<file path="src/rtl/sad_sequencer_pkg.sv">
// sad_sequencer_pkg
//   Shared declarations for the SAD search sequencer:
//   - state_t       : sequencer FSM states
//   - HALF_OFFSET   : byte offset of read port B relative to port A
//   - WIN_ROWS      : number of window rows preloaded before a scan
//   - SAD_VALID_ROW : first frame row at which a full window SAD is available
//   - grid_addr()   : base + row*stride + 4*col, modulo 2^32
package sad_sequencer_pkg;

  typedef enum logic [2:0] {
    IDLE     = 3'd0,
    LOAD_WIN = 3'd1,
    SCAN     = 3'd2,
    DRAIN    = 3'd3,
    READ_MIN = 3'd4,
    FIN      = 3'd5
  } state_t;

  localparam logic [31:0] HALF_OFFSET   = 32'd256;
  localparam int          WIN_ROWS      = 4;
  localparam int          SAD_VALID_ROW = 3;

  // Word-aligned frame address of (row, col); wraps naturally at 32 bits.
  function automatic logic [31:0] grid_addr(input logic [31:0] base,
                                            input logic [31:0] row,
                                            input logic [31:0] col,
                                            input logic [31:0] stride);
    return base + (row * stride) + (col << 2);
  endfunction

endpackage

</file>
<file path="src/rtl/sad_sequencer_if.sv">
// sad_sequencer_if
//   Groups the sequencer's command, memory-read and datapath-strobe signals.
//   master : search requester (drives start/win_base/frame_base)
//   slave  : the sequencer (drives read addresses, strobes and status)
//   With SAD_SEQ_PERF_CNT_EN defined, perf_cycles (busy cycle count) is added.
interface sad_sequencer_if;
  logic        start;
  logic [31:0] win_base;
  logic [31:0] frame_base;
  logic [31:0] mem_addr_A;
  logic [31:0] mem_addr_B;
  logic        mem_rd;
  logic        window_shift;
  logic        frame_shift;
  logic        min_in;
  logic        load_min;
  logic [31:0] tag_addr;
  logic        min_clr;
  logic        busy;
  logic        done;
`ifdef SAD_SEQ_PERF_CNT_EN
  logic [31:0] perf_cycles;
`endif

  modport master (
    output start, win_base, frame_base,
    input  mem_addr_A, mem_addr_B, mem_rd,
    input  window_shift, frame_shift, min_in, load_min,
    input  tag_addr, min_clr, busy, done
`ifdef SAD_SEQ_PERF_CNT_EN
    , input perf_cycles
`endif
  );

  modport slave (
    input  start, win_base, frame_base,
    output mem_addr_A, mem_addr_B, mem_rd,
    output window_shift, frame_shift, min_in, load_min,
    output tag_addr, min_clr, busy, done
`ifdef SAD_SEQ_PERF_CNT_EN
    , output perf_cycles
`endif
  );
endinterface

</file>
<file path="src/rtl/sad_addr_gen.sv">
// sad_addr_gen
//   Read-address generator. Holds the window row counter k and the scan
//   counters r (inner, rows) and c (outer, columns). Each counter points at
//   the NEXT read to issue and wraps to zero after its last read, so all
//   counters are back at zero once a search has issued every read.
//   Ports: clk, rst_n (async active-low), clr (idle clear), win_step /
//   scan_step (advance after issuing), win_base / frame_base (byte bases),
//   win_addr / scan_addr (address of the read to issue), win_wrap /
//   scan_wrap (counter back at zero), row_valid (current row >= SAD_VALID_ROW).
module sad_addr_gen
  import sad_sequencer_pkg::*;
#(
  parameter int ROWS   = 16,
  parameter int COLS   = 16,
  parameter int STRIDE = 64
) (
  input  logic        clk,
  input  logic        rst_n,
  input  logic        clr,
  input  logic        win_step,
  input  logic        scan_step,
  input  logic [31:0] win_base,
  input  logic [31:0] frame_base,
  output logic [31:0] win_addr,
  output logic [31:0] scan_addr,
  output logic        win_wrap,
  output logic        scan_wrap,
  output logic        row_valid
);
  localparam int KW = $clog2(WIN_ROWS);
  localparam int RW = (ROWS > 1) ? $clog2(ROWS) : 1;
  localparam int CW = (COLS > 1) ? $clog2(COLS) : 1;

  logic [KW-1:0] k_r;
  logic [RW-1:0] r_r;
  logic [CW-1:0] c_r;

  // Window row counter: 0..WIN_ROWS-1, then wraps.
  always_ff @(posedge clk or negedge rst_n) begin
    if (!rst_n) begin
      k_r <= {KW{1'b0}};
    end else if (win_step) begin
      k_r <= (k_r == KW'(WIN_ROWS - 1)) ? {KW{1'b0}} : k_r + KW'(1);
    end else if (clr) begin
      k_r <= {KW{1'b0}};
    end else begin
      k_r <= k_r;
    end
  end

  // Scan counters: row inner, column outer; both wrap after the final read.
  always_ff @(posedge clk or negedge rst_n) begin
    if (!rst_n) begin
      r_r <= {RW{1'b0}};
      c_r <= {CW{1'b0}};
    end else if (scan_step) begin
      if (r_r == RW'(ROWS - 1)) begin
        r_r <= {RW{1'b0}};
        c_r <= (c_r == CW'(COLS - 1)) ? {CW{1'b0}} : c_r + CW'(1);
      end else begin
        r_r <= r_r + RW'(1);
        c_r <= c_r;
      end
    end else if (clr) begin
      r_r <= {RW{1'b0}};
      c_r <= {CW{1'b0}};
    end else begin
      r_r <= r_r;
      c_r <= c_r;
    end
  end

  // Address arithmetic for the read about to be issued.
  always_comb begin
    win_addr  = win_base + (32'(k_r) * 32'(STRIDE));
    scan_addr = grid_addr(frame_base, 32'(r_r), 32'(c_r), 32'(STRIDE));
    win_wrap  = (k_r == {KW{1'b0}});
    scan_wrap = (r_r == {RW{1'b0}}) && (c_r == {CW{1'b0}});
    row_valid = (32'(r_r) >= 32'(SAD_VALID_ROW));
  end

endmodule

</file>
<file path="src/rtl/sad_sequencer.sv">
// sad_sequencer
//   Sequences one SAD block search: loads WIN_ROWS window rows, scans the
//   frame (ROWS rows x COLS word columns), drains the read pipeline, reads
//   back the minimum and its tag, then signals done.
//   Ports: Clk, Reset (async active-low), bus (sad_sequencer_if.slave):
//   start/win_base/frame_base in; mem_addr_A/mem_addr_B/mem_rd read issue;
//   window_shift/frame_shift/min_in/load_min/tag_addr/min_clr datapath
//   strobes; busy/done status.
//   Optional feature macro: SAD_SEQ_PERF_CNT_EN adds bus.perf_cycles.
//   All outputs are registered; the combinational block decides what the
//   NEXT cycle presents, so a read is visible in the cycle after the
//   decision and its strobe one cycle later (one-cycle memory latency).
module sad_sequencer
  import sad_sequencer_pkg::*;
#(
  parameter int ROWS   = 16,
  parameter int COLS   = 16,
  parameter int STRIDE = 64
) (
  input  logic           Clk,
  input  logic           Reset,
  sad_sequencer_if.slave bus
);
  localparam logic [31:0] TAG_BACK = 32'(SAD_VALID_ROW * STRIDE);

  state_t      state_r, state_s;
  logic        rm_phase_r, rm_phase_s;
  logic        win_step_s, scan_step_s, clr_s;
  logic [31:0] win_addr_s, scan_addr_s;
  logic        win_wrap_s, scan_wrap_s, row_valid_s;

  logic        rd_s, win_rd_s, scan_rd_s, valid_row_s;
  logic [31:0] rd_addr_s;
  logic        load_min_s, min_clr_s, busy_s, done_s;

  logic        mem_rd_r, win_rd_r, scan_rd_r, valid_row_r;
  logic [31:0] addr_a_r, addr_b_r, tag_r;
  logic        window_shift_r, frame_shift_r, min_in_r;
  logic        load_min_r, min_clr_r, busy_r, done_r;

  assign clr_s = (state_r == IDLE);

  sad_addr_gen #(.ROWS(ROWS), .COLS(COLS), .STRIDE(STRIDE)) u_addr_gen (
    .clk        (Clk),
    .rst_n      (Reset),
    .clr        (clr_s),
    .win_step   (win_step_s),
    .scan_step  (scan_step_s),
    .win_base   (bus.win_base),
    .frame_base (bus.frame_base),
    .win_addr   (win_addr_s),
    .scan_addr  (scan_addr_s),
    .win_wrap   (win_wrap_s),
    .scan_wrap  (scan_wrap_s),
    .row_valid  (row_valid_s)
  );

  // FSM state register.
  always_ff @(posedge Clk or negedge Reset) begin
    if (!Reset) begin
      state_r    <= IDLE;
      rm_phase_r <= 1'b0;
    end else begin
      state_r    <= state_s;
      rm_phase_r <= rm_phase_s;
    end
  end

  // Next state plus the read/strobe/status values for the next cycle.
  always_comb begin
    state_s     = state_r;
    rm_phase_s  = 1'b0;
    win_step_s  = 1'b0;
    scan_step_s = 1'b0;
    rd_s        = 1'b0;
    win_rd_s    = 1'b0;
    scan_rd_s   = 1'b0;
    valid_row_s = 1'b0;
    rd_addr_s   = 32'd0;
    load_min_s  = 1'b0;
    min_clr_s   = 1'b0;
    busy_s      = 1'b0;
    done_s      = 1'b0;
    case (state_r)
      IDLE: begin
        if (bus.start) begin
          state_s    = LOAD_WIN;
          rd_s       = 1'b1;
          win_rd_s   = 1'b1;
          rd_addr_s  = win_addr_s;
          win_step_s = 1'b1;
          min_clr_s  = 1'b1;
          busy_s     = 1'b1;
        end else begin
          state_s = IDLE;
        end
      end
      LOAD_WIN: begin
        busy_s = 1'b1;
        rd_s   = 1'b1;
        // k wraps to zero once all window rows have been issued.
        if (!win_wrap_s) begin
          win_rd_s   = 1'b1;
          rd_addr_s  = win_addr_s;
          win_step_s = 1'b1;
        end else begin
          state_s     = SCAN;
          scan_rd_s   = 1'b1;
          rd_addr_s   = scan_addr_s;
          valid_row_s = row_valid_s;
          scan_step_s = 1'b1;
        end
      end
      SCAN: begin
        busy_s = 1'b1;
        // r/c back at zero means the final scan read is on the bus now.
        if (scan_wrap_s) begin
          state_s = DRAIN;
        end else begin
          rd_s        = 1'b1;
          scan_rd_s   = 1'b1;
          rd_addr_s   = scan_addr_s;
          valid_row_s = row_valid_s;
          scan_step_s = 1'b1;
        end
      end
      DRAIN: begin
        busy_s     = 1'b1;
        state_s    = READ_MIN;
        load_min_s = 1'b1;
      end
      READ_MIN: begin
        busy_s = 1'b1;
        // Phase 0 shows the minimum (load_min=1); phase 1 the tag.
        if (!rm_phase_r) begin
          rm_phase_s = 1'b1;
        end else begin
          state_s = FIN;
          done_s  = 1'b1;
        end
      end
      FIN: begin
        state_s = IDLE;
      end
      default: begin
        state_s = IDLE;
      end
    endcase
  end

  // Read issue and status registers.
  always_ff @(posedge Clk or negedge Reset) begin
    if (!Reset) begin
      mem_rd_r    <= 1'b0;
      addr_a_r    <= 32'd0;
      addr_b_r    <= 32'd0;
      win_rd_r    <= 1'b0;
      scan_rd_r   <= 1'b0;
      valid_row_r <= 1'b0;
      load_min_r  <= 1'b0;
      min_clr_r   <= 1'b0;
      busy_r      <= 1'b0;
      done_r      <= 1'b0;
    end else begin
      mem_rd_r    <= rd_s;
      addr_a_r    <= rd_addr_s;
      addr_b_r    <= rd_s ? (rd_addr_s + HALF_OFFSET) : 32'd0;
      win_rd_r    <= win_rd_s;
      scan_rd_r   <= scan_rd_s;
      valid_row_r <= valid_row_s;
      load_min_r  <= load_min_s;
      min_clr_r   <= min_clr_s;
      busy_r      <= busy_s;
      done_r      <= done_s;
    end
  end

  // Strobe pipeline: data returns one cycle after each read issue.
  always_ff @(posedge Clk or negedge Reset) begin
    if (!Reset) begin
      window_shift_r <= 1'b0;
      frame_shift_r  <= 1'b0;
      min_in_r       <= 1'b0;
      tag_r          <= 32'd0;
    end else begin
      window_shift_r <= win_rd_r;
      frame_shift_r  <= scan_rd_r;
      min_in_r       <= scan_rd_r & valid_row_r;
      // Tag names the top row of the candidate block just completed.
      tag_r          <= (scan_rd_r & valid_row_r) ? (addr_a_r - TAG_BACK) : 32'd0;
    end
  end

  assign bus.mem_rd       = mem_rd_r;
  assign bus.mem_addr_A   = addr_a_r;
  assign bus.mem_addr_B   = addr_b_r;
  assign bus.window_shift = window_shift_r;
  assign bus.frame_shift  = frame_shift_r;
  assign bus.min_in       = min_in_r;
  assign bus.load_min     = load_min_r;
  assign bus.tag_addr     = tag_r;
  assign bus.min_clr      = min_clr_r;
  assign bus.busy         = busy_r;
  assign bus.done         = done_r;

`ifdef SAD_SEQ_PERF_CNT_EN
  logic [31:0] perf_r;

  // Busy-cycle counter: the accepting start cycle counts as the first.
  always_ff @(posedge Clk or negedge Reset) begin
    if (!Reset) begin
      perf_r <= 32'd0;
    end else if ((state_r == IDLE) && bus.start) begin
      perf_r <= 32'd1;
    end else if (busy_r) begin
      perf_r <= perf_r + 32'd1;
    end else begin
      perf_r <= perf_r;
    end
  end

  assign bus.perf_cycles = perf_r;
`endif

endmodule

</file>
<file path="src/flat_wrapper.sv">
// flat-port wrapper written by rule: the top's interface ports become plain ports
module sad_sequencer_flat import sad_sequencer_pkg::*;
#(
  parameter int ROWS   = 16,
  parameter int COLS   = 16,
  parameter int STRIDE = 64
)
  (Clk, Reset, bus_start, bus_win_base, bus_frame_base, bus_mem_addr_A, bus_mem_addr_B, bus_mem_rd, bus_window_shift, bus_frame_shift, bus_min_in, bus_load_min, bus_tag_addr, bus_min_clr, bus_busy, bus_done);
  sad_sequencer_if bus_i ();
  input  logic Clk;
  input  logic Reset;
  input wire logic [$bits(bus_i.start)-1:0] bus_start;
  input wire logic [$bits(bus_i.win_base)-1:0] bus_win_base;
  input wire logic [$bits(bus_i.frame_base)-1:0] bus_frame_base;
  output wire logic [$bits(bus_i.mem_addr_A)-1:0] bus_mem_addr_A;
  output wire logic [$bits(bus_i.mem_addr_B)-1:0] bus_mem_addr_B;
  output wire logic [$bits(bus_i.mem_rd)-1:0] bus_mem_rd;
  output wire logic [$bits(bus_i.window_shift)-1:0] bus_window_shift;
  output wire logic [$bits(bus_i.frame_shift)-1:0] bus_frame_shift;
  output wire logic [$bits(bus_i.min_in)-1:0] bus_min_in;
  output wire logic [$bits(bus_i.load_min)-1:0] bus_load_min;
  output wire logic [$bits(bus_i.tag_addr)-1:0] bus_tag_addr;
  output wire logic [$bits(bus_i.min_clr)-1:0] bus_min_clr;
  output wire logic [$bits(bus_i.busy)-1:0] bus_busy;
  output wire logic [$bits(bus_i.done)-1:0] bus_done;
  assign bus_i.start = bus_start;
  assign bus_i.win_base = bus_win_base;
  assign bus_i.frame_base = bus_frame_base;
  assign bus_mem_addr_A = bus_i.mem_addr_A;
  assign bus_mem_addr_B = bus_i.mem_addr_B;
  assign bus_mem_rd = bus_i.mem_rd;
  assign bus_window_shift = bus_i.window_shift;
  assign bus_frame_shift = bus_i.frame_shift;
  assign bus_min_in = bus_i.min_in;
  assign bus_load_min = bus_i.load_min;
  assign bus_tag_addr = bus_i.tag_addr;
  assign bus_min_clr = bus_i.min_clr;
  assign bus_busy = bus_i.busy;
  assign bus_done = bus_i.done;
  sad_sequencer #(.ROWS(ROWS), .COLS(COLS), .STRIDE(STRIDE)) u_core (.Clk(Clk), .Reset(Reset), .bus(bus_i));
endmodule
</file>
<file path="config.mk">
export PLATFORM = sky130hd
export DESIGN_NAME = sad_sequencer_flat
export DESIGN_NICKNAME = d
export VERILOG_FILES = /design/src/rtl/sad_sequencer_pkg.sv /design/src/rtl/sad_sequencer_if.sv /design/src/rtl/sad_addr_gen.sv /design/src/rtl/sad_sequencer.sv /design/src/flat_wrapper.sv
export SDC_FILE = /design/constraint.sdc
export NUM_CORES = 1
export LEC_CHECK = 0
export ABC_AREA = 1
export CORE_UTILIZATION = 40
export CTS_CLUSTER_SIZE = 20
export DETAILED_ROUTE_END_ITERATION = 10
export PLACE_DENSITY = 0.66
export SYNTH_ARGS = -nofsm -noshare
export SYNTH_HDL_FRONTEND = slang
export SYNTH_SLANG_ARGS = --single-unit
</file>
<file path="constraint.sdc">
create_clock -name Clk -period 3.2 [get_ports Clk]
set_input_delay 0.64 -clock Clk [delete_from_list [all_inputs] [get_ports Clk]]
set_output_delay 0.64 -clock Clk [all_outputs]
set_load 0.03 [all_outputs]
</file>
==> metrics, run 1 <==
status complete, no violations; Final HPWL DP 17.0 mm; Slowest cell on crit path clkdlybuf4s50_1; min-delay worst type in2async; CP Class in2reg; average size of a mapped cell 7.38 um2; Synth cell types 45; Detailed Routing Iterations Pass 1 5; starting density of the core 0.408; min Tclk post-route between 2000 and 3000 ps; grt total ovfl 0; CP max FO 5; Slew @ Worst Pin between 800 and 900 ps; reg-to-reg endpoint u_core.bus.mem_addr_B[26]; Tot GR Track Use 0.241; vias 7314; Routed Wire Length ~21 mm; r2r setup slk 410 ps; Core Region 18000 um2; Syn Std Cell Area 7360 um2; vias per std cell 4.86; IO Port Bufs 170; Synth Instances 997; clock sinks 121; CTS tree built; tightest hold margin 217 ps; Die W approximately 140 um; # setup viols final 0; Final Hold Vio Count 0; CTS Hold Bufs 0; worst skew pair latency 420 ps; initial antenna violation count 0; detailed router's first-iteration violation count about 300; # diodes 0; register area share after synthesis 0.411; max frequency between 300 and 400 MHz; Root Buffer clkbuf_16; Yosys warnings 0; GPL Wtd Cong 0.911; Critical Path RT 3500 ps; Clock Tree Buf Depth 2; main area contributors after synthesis dfrtp_1 41%, nand2_1 13%, inv_1 7.5%, nor2_1 6.7%, nand3_1 6.3%; CP cell instances clkdlybuf4s50_1 > ha_2 > inv_1 > fa_2 > inv_2 > nand2_2 > nand2_2 > nand3_2 > nand3_2 > nand3_2 > nand2_2 > ha_2 > inv_1 > nor2_4 > nand3_2 > nor2_4 > nand2_2 > nor2_4 > nand2_1 > nand2_1 > nand2_1; max-cap violations 0; TNS Setup 0 ps; CP arrival between 3000 and 4000 ps; DR DRC count 0; largest net degree at the start of global routing 80; RR Startpoint u_core.state_r[1]; first-pass GRT wire length 34.5 mm; CP startpoint kind primary input; period utilization 0.931; flops & latches, synth ~120; # IOs 171; Routed WL per cell 14.2 um; VDD IR max 421 uV; area grow syn2layout 44.6%; CTS Buf Count 17; Worst setup startpoint bus_frame_base[2]; vias in the first global route around 7000; crit end category flip-flop; CP peak stage delay 460 ps; Clock Skew 17.9 ps; post-synth top area cell dfrtp_1; Filler cells 1711; top-area cell type share of the netlist area 0.411; Final Net Count 1351; Rel. slew slack 0.458; H-Tree Depth 4; final slew viol count 0; ANT nets after route 0; pwr/cell area approximately 430 nW/um2; Core Rows 49; Leakage around 5.1 nW; syn nets 1084; die footprint 18900 um2; worst reg-to-reg path cell count 13; clock slew at reported path FFs around 60 ps; layout cells sized above 1 0.148; Die H 138 um
==> synth_stat cells (all sizes together) <==
cell and instances:
a21boi 1, a21oi 19, a22o 7, a22oi 1, a311oi 1, a31o 2, a32o 2, and2 2
and3 1, buf 6, clkbuf 5, dfrtp 121, fa 2, ha 18, inv 151, nand2 265
nand3 101, nand3b 10, nand4 24, nor2 141, nor3 33, nor3b 1, nor4 1, o211ai 1
o21a 1, o21ai 42, o21bai 2, o31ai 1, or2 6, or3 1, xnor2 10, xor2 18
==> state kept, by name, indices dropped and copies added (netlist names), 2 cells and up <==
register and count:
u_core.bus.mem_addr_B 32, u_core.bus.tag_addr 32, u_core.u_addr_gen.r_r 4, u_core.u_addr_gen.c_r 4, u_core.u_addr_gen.k_r 2, u_core.state_r 3, u_core.bus.mem_addr_A 32
==> worst max-delay path: cells and delay by family <==
family | cells | cell delay [ps]
AND/OR/NAND/NOR | 14 | 1310
adder cells (fa/ha/maj) | 3 | 680
buffers and inverters | 4 | 650
==> layout by cell type, fill, tap and decap left out, types with 19 or more instances in the layout <==
cell             synthesis  layout
o21ai_0                 38      36
dfrtp_1                121     121
nor3_1                  31      30
nand4_1                 24      24
inv_1                  148     147
a21oi_1                 19      19
buf_4                    0      88
nand2_2                 19      22
clkdlybuf4s50_1          0     169
nor2_1                 131     130
nand3_1                 92      88
nand2_1                246     243
==> layer usage <==
layer	up-vias	part of all wire	global-route usage
li1	3732	-	-
met1	3333	0.46	0.310
met2	216	0.47	0.409
met3	33	0.045	0.0338
met4	0	0.022	0.0861
met5	-	0	0
==> worst max path at each step <==
stage,to,slack [ps],depth (start not counted)
floorplan,u_core.bus.mem_addr_B[26],350,20
global route,u_core.bus.mem_addr_B[26],-20,21
CTS,u_core.bus.mem_addr_B[31],90,18
global placement,u_core.bus.mem_addr_B[26],-250,21
finish,u_core.bus.mem_addr_B[26],220,21
detailed placement,u_core.bus.mem_addr_B[31],-310,18
==> area by class of cell <==
class / instances / area, um2 / share of cell area
Multi-Input combinational cell: 715 / 3740 / 0.352
Sequential cell: 121 / 3030 / 0.285
Timing Repair Buffer: 258 / 2370 / 0.223
Inverter: 151 / 567 / 0.0533
Clock buffer: 19 / 453 / 0.0426
Tap cell: 229 / 287 / 0.0269
Clock inverter: 13 / 193 / 0.0181
==> where the power goes <==
group / leakage, nW / internal [mW] / switching (mW) / total (mW)
sequential: 1.42 / 1.62 / 0.0484 / 1.67
clock: 0.310 / 1.35 / 0.698 / 2.05
combinational: 3.39 / 0.358 / 0.471 / 0.829
==> through the flow <==
step / setup WS [ps] / util / power, mW / cell area, um2 / std cells
after floorplan: 346 / - / 2.06 / 7360 / 997
after global placement: -246 / 0.550 / 2.51 / 9920 / 1472
after detailed placement: -314 / 0.550 / 2.52 / 9920 / 1472
after CTS: 93.0 / 0.586 / 4.58 / 10600 / 1504
after global routing: -19.3 / 0.590 / 4.72 / 10600 / 1506
final: 222 / 0.590 / 4.54 / 10600 / 1506
==> kinds of logic (layout without fill, tap and decap cells) <==
| kind of cell | count (synthesis) | after routing | share of synthesized area |
|---|---|---|---|
| fa+ha+maj | 20 | 20 | 0.0360 |
| compound gates | 80 | 81 | 0.0658 |
| xor+xnor | 28 | 28 | 0.0333 |
| buf+inv | 162 | 441 | 0.0893 |
| flops | 121 | 121 | 0.411 |
| simple gates | 586 | 586 | 0.364 |
==> repair_timing <==
item,4_1_cts,5_1_grt
setup buffers,0,1
setup endpoints to repair,0,16
resized for setup,0,18
Note: power is estimated with default switching activity, not from simulation.
==> run 2, diff against run 1 <==
- HOLD_SLACK_MARGIN: unset -> 0.1
- RECOVER_POWER: unset -> 50
==> metrics, run 2 (same netlist as run 1, synthesis figures left out) <==
period utilization 0.930 (about the same); area grow syn2layout 44.3%; status complete, but fails checks; GPL Wtd Cong 0.911 (unchanged); first-pass GRT wire length 34.5 mm (unchanged); VDD IR max 422 uV (+0.20%); IO Port Bufs 170 (unchanged); min-delay worst type reg2reg; Clock Tree Buf Depth 2 (unchanged); post-route cell area 10600 um2 (-0.24%); ANT nets after route 0 (unchanged); pwr/cell area 428 nW/um2 (+0.20%); tightest hold margin 361 ps (+144 ps); # IOs 171 (unchanged); vias 7324 (+0.14%); CP startpoint kind primary input; crit end category flip-flop; Cells after DPL 1472 (unchanged); vias in the first global route 7070 (unchanged); worst skew pair latency 420 ps (about the same); largest net degree at the start of global routing 80 (unchanged); grt met3 use 0.0338 (unchanged); layout cells sized above 1 0.143 (-0.00470); Die H 138 um (unchanged); die footprint 18900 um2 (unchanged); max-cap violations 2 (+2); Root Buffer clkbuf_16; Critical Path RT 3500 ps (about the same); CTS Buf Count 17 (unchanged); detailed router's first-iteration violation count 279 (-6.1%); min Tclk post-route 2980 ps (-1.46 ps); H-Tree Depth 4 (unchanged); clock slew at reported path FFs 60 ps (about the same); Rel. slew slack -0.563 (-1.02); CP Class in2reg; final slew viol count 44 (+44); Final HPWL DP 17.0 mm (unchanged); TNS Setup 0 ps (unchanged); clock sinks 121 (unchanged); Non-Filler Instances 1506 (unchanged); grt total ovfl 0 (unchanged); pre-CTS setup slack -314 ps (unchanged); most frequent cells in the layout 245 x nand2_1, 163 x clkdlybuf4s50_1, 148 x inv_1; commonest non-fill, non-tap cell in the layout nand2_1; Core Region 18000 um2 (unchanged); GR peak layer met2; # setup viols final 0 (unchanged); CTS tree built; initial antenna violation count 0 (unchanged); starting density of the core 0.408 (unchanged); Final Net Count 1351 (unchanged); DP Area 9920 um2 (unchanged); max frequency 336 MHz (about the same); Routed WL per cell 14.2 um (about the same); Detailed Routing Iterations Pass 1 4 (-1); Die W 138 um (unchanged); # diodes 0 (unchanged); GR Layer Usage met2 0.409 (unchanged); vias per std cell 4.86 (+0.14%); met1 usage 0.310 (unchanged); DR DRC count 0 (unchanged); CP max FO 6 (+1); Routed Wire Length 21.4 mm (about the same); CP arrival 3280 ps (about the same); min setup slack post-route 223 ps (+1.46 ps); failing checks capacitance limit, slew limit; Slew @ Worst Pin 2340 ps (+1530 ps); Core Rows 49 (unchanged); Final Hold Vio Count 0 (unchanged); Leakage 5.11 nW (-0.15%); Filler cells 1716 (+0.29%); Clock Skew 17.4 ps (-0.472 ps); Tot GR Track Use 0.241 (unchanged)
## run 2: cell types whose count changed in the layout (fill, tap and decap cells not counted), moves of 2 or more
cell	delta
buf_4	-2
nand2_1	+2
nand2_2	-2
clkbuf_1	+2
clkdlybuf4s50_1	-6
dlygate4sd3_1	+6
## run 2: through the flow
step | total power, mW | util
6_report | 4.54 | 0.589
5_1_grt | 4.71 | 0.589
4_1_cts | 4.58 | 0.586
3_5_place_dp | 2.52 | 0.550
3_3_place_gp | 2.51 | 0.550
2_1_floorplan | 2.06 | -
## run 2: timing repair
action,4_1_cts,5_1_grt
resized for setup,0,18
setup endpoints to repair,0,16
buffers inserted,0,1
hold buffers,0,0
## run 2: metal layers
layer | part of all wire | vias up
li1 | - | 3733
met1 | 0.46 | 3339
met2 | 0.47 | 221
met3 | 0.050 | 31
met4 | 0.021 | 0
met5 | 0 | -
## run 2: worst paths after layout
check / cells past startpoint / startpoint / slack (ps) / to
hold reg to reg: 0 / u_core.win_rd_r / 360 / u_core.bus.window_shift
setup / recovery: 18 / bus_frame_base[4] / 220 / u_core.bus.mem_addr_B[26]
min in group asynchronous: 1 / Reset / 930 / u_core.bus.tag_addr[0]
setup reg to reg: 17 / u_core.u_addr_gen.k_r[1] / 240 / u_core.bus.mem_addr_B[26]
hold / removal: 0 / u_core.win_rd_r / 360 / u_core.bus.window_shift
max in group asynchronous: 2 / Reset / 640 / u_core.bus.mem_addr_A[31]
## run 2: worst max-delay path, cell delays in order
cell and delay, ps:
clkdlybuf4s50_1 400, ha_1 390, or2_2 310, nand3_1 100
nand2_1 90, nand2_1 70, nand3_1 110, nand2_2 120
ha_2 180, inv_1 60, nor2_4 110, nand3_2 100
nor2_4 150, nand2_2 90, nor2_4 170, nand2_1 70
nand2_1 60, nand2_1 50
## run 2: where the power goes
part | switching, mW | internal [mW] | total (mW) | leakage, nW
Clock | 0.700 | 1.35 | 2.05 | 0.310
Sequential | 0.0481 | 1.62 | 1.67 | 1.42
Combinational | 0.471 | 0.355 | 0.825 | 3.38
## run 2: final cells by class
cell class / count / area (um2) / share of cell area
clock buffer: 19 / 453 / 0.0427
clock inverter: 13 / 193 / 0.0181
inverter: 151 / 567 / 0.0534
multi-input combinational: 715 / 3730 / 0.352
sequential: 121 / 3030 / 0.285
tap: 229 / 287 / 0.0270
timing repair buffer: 258 / 2360 / 0.222
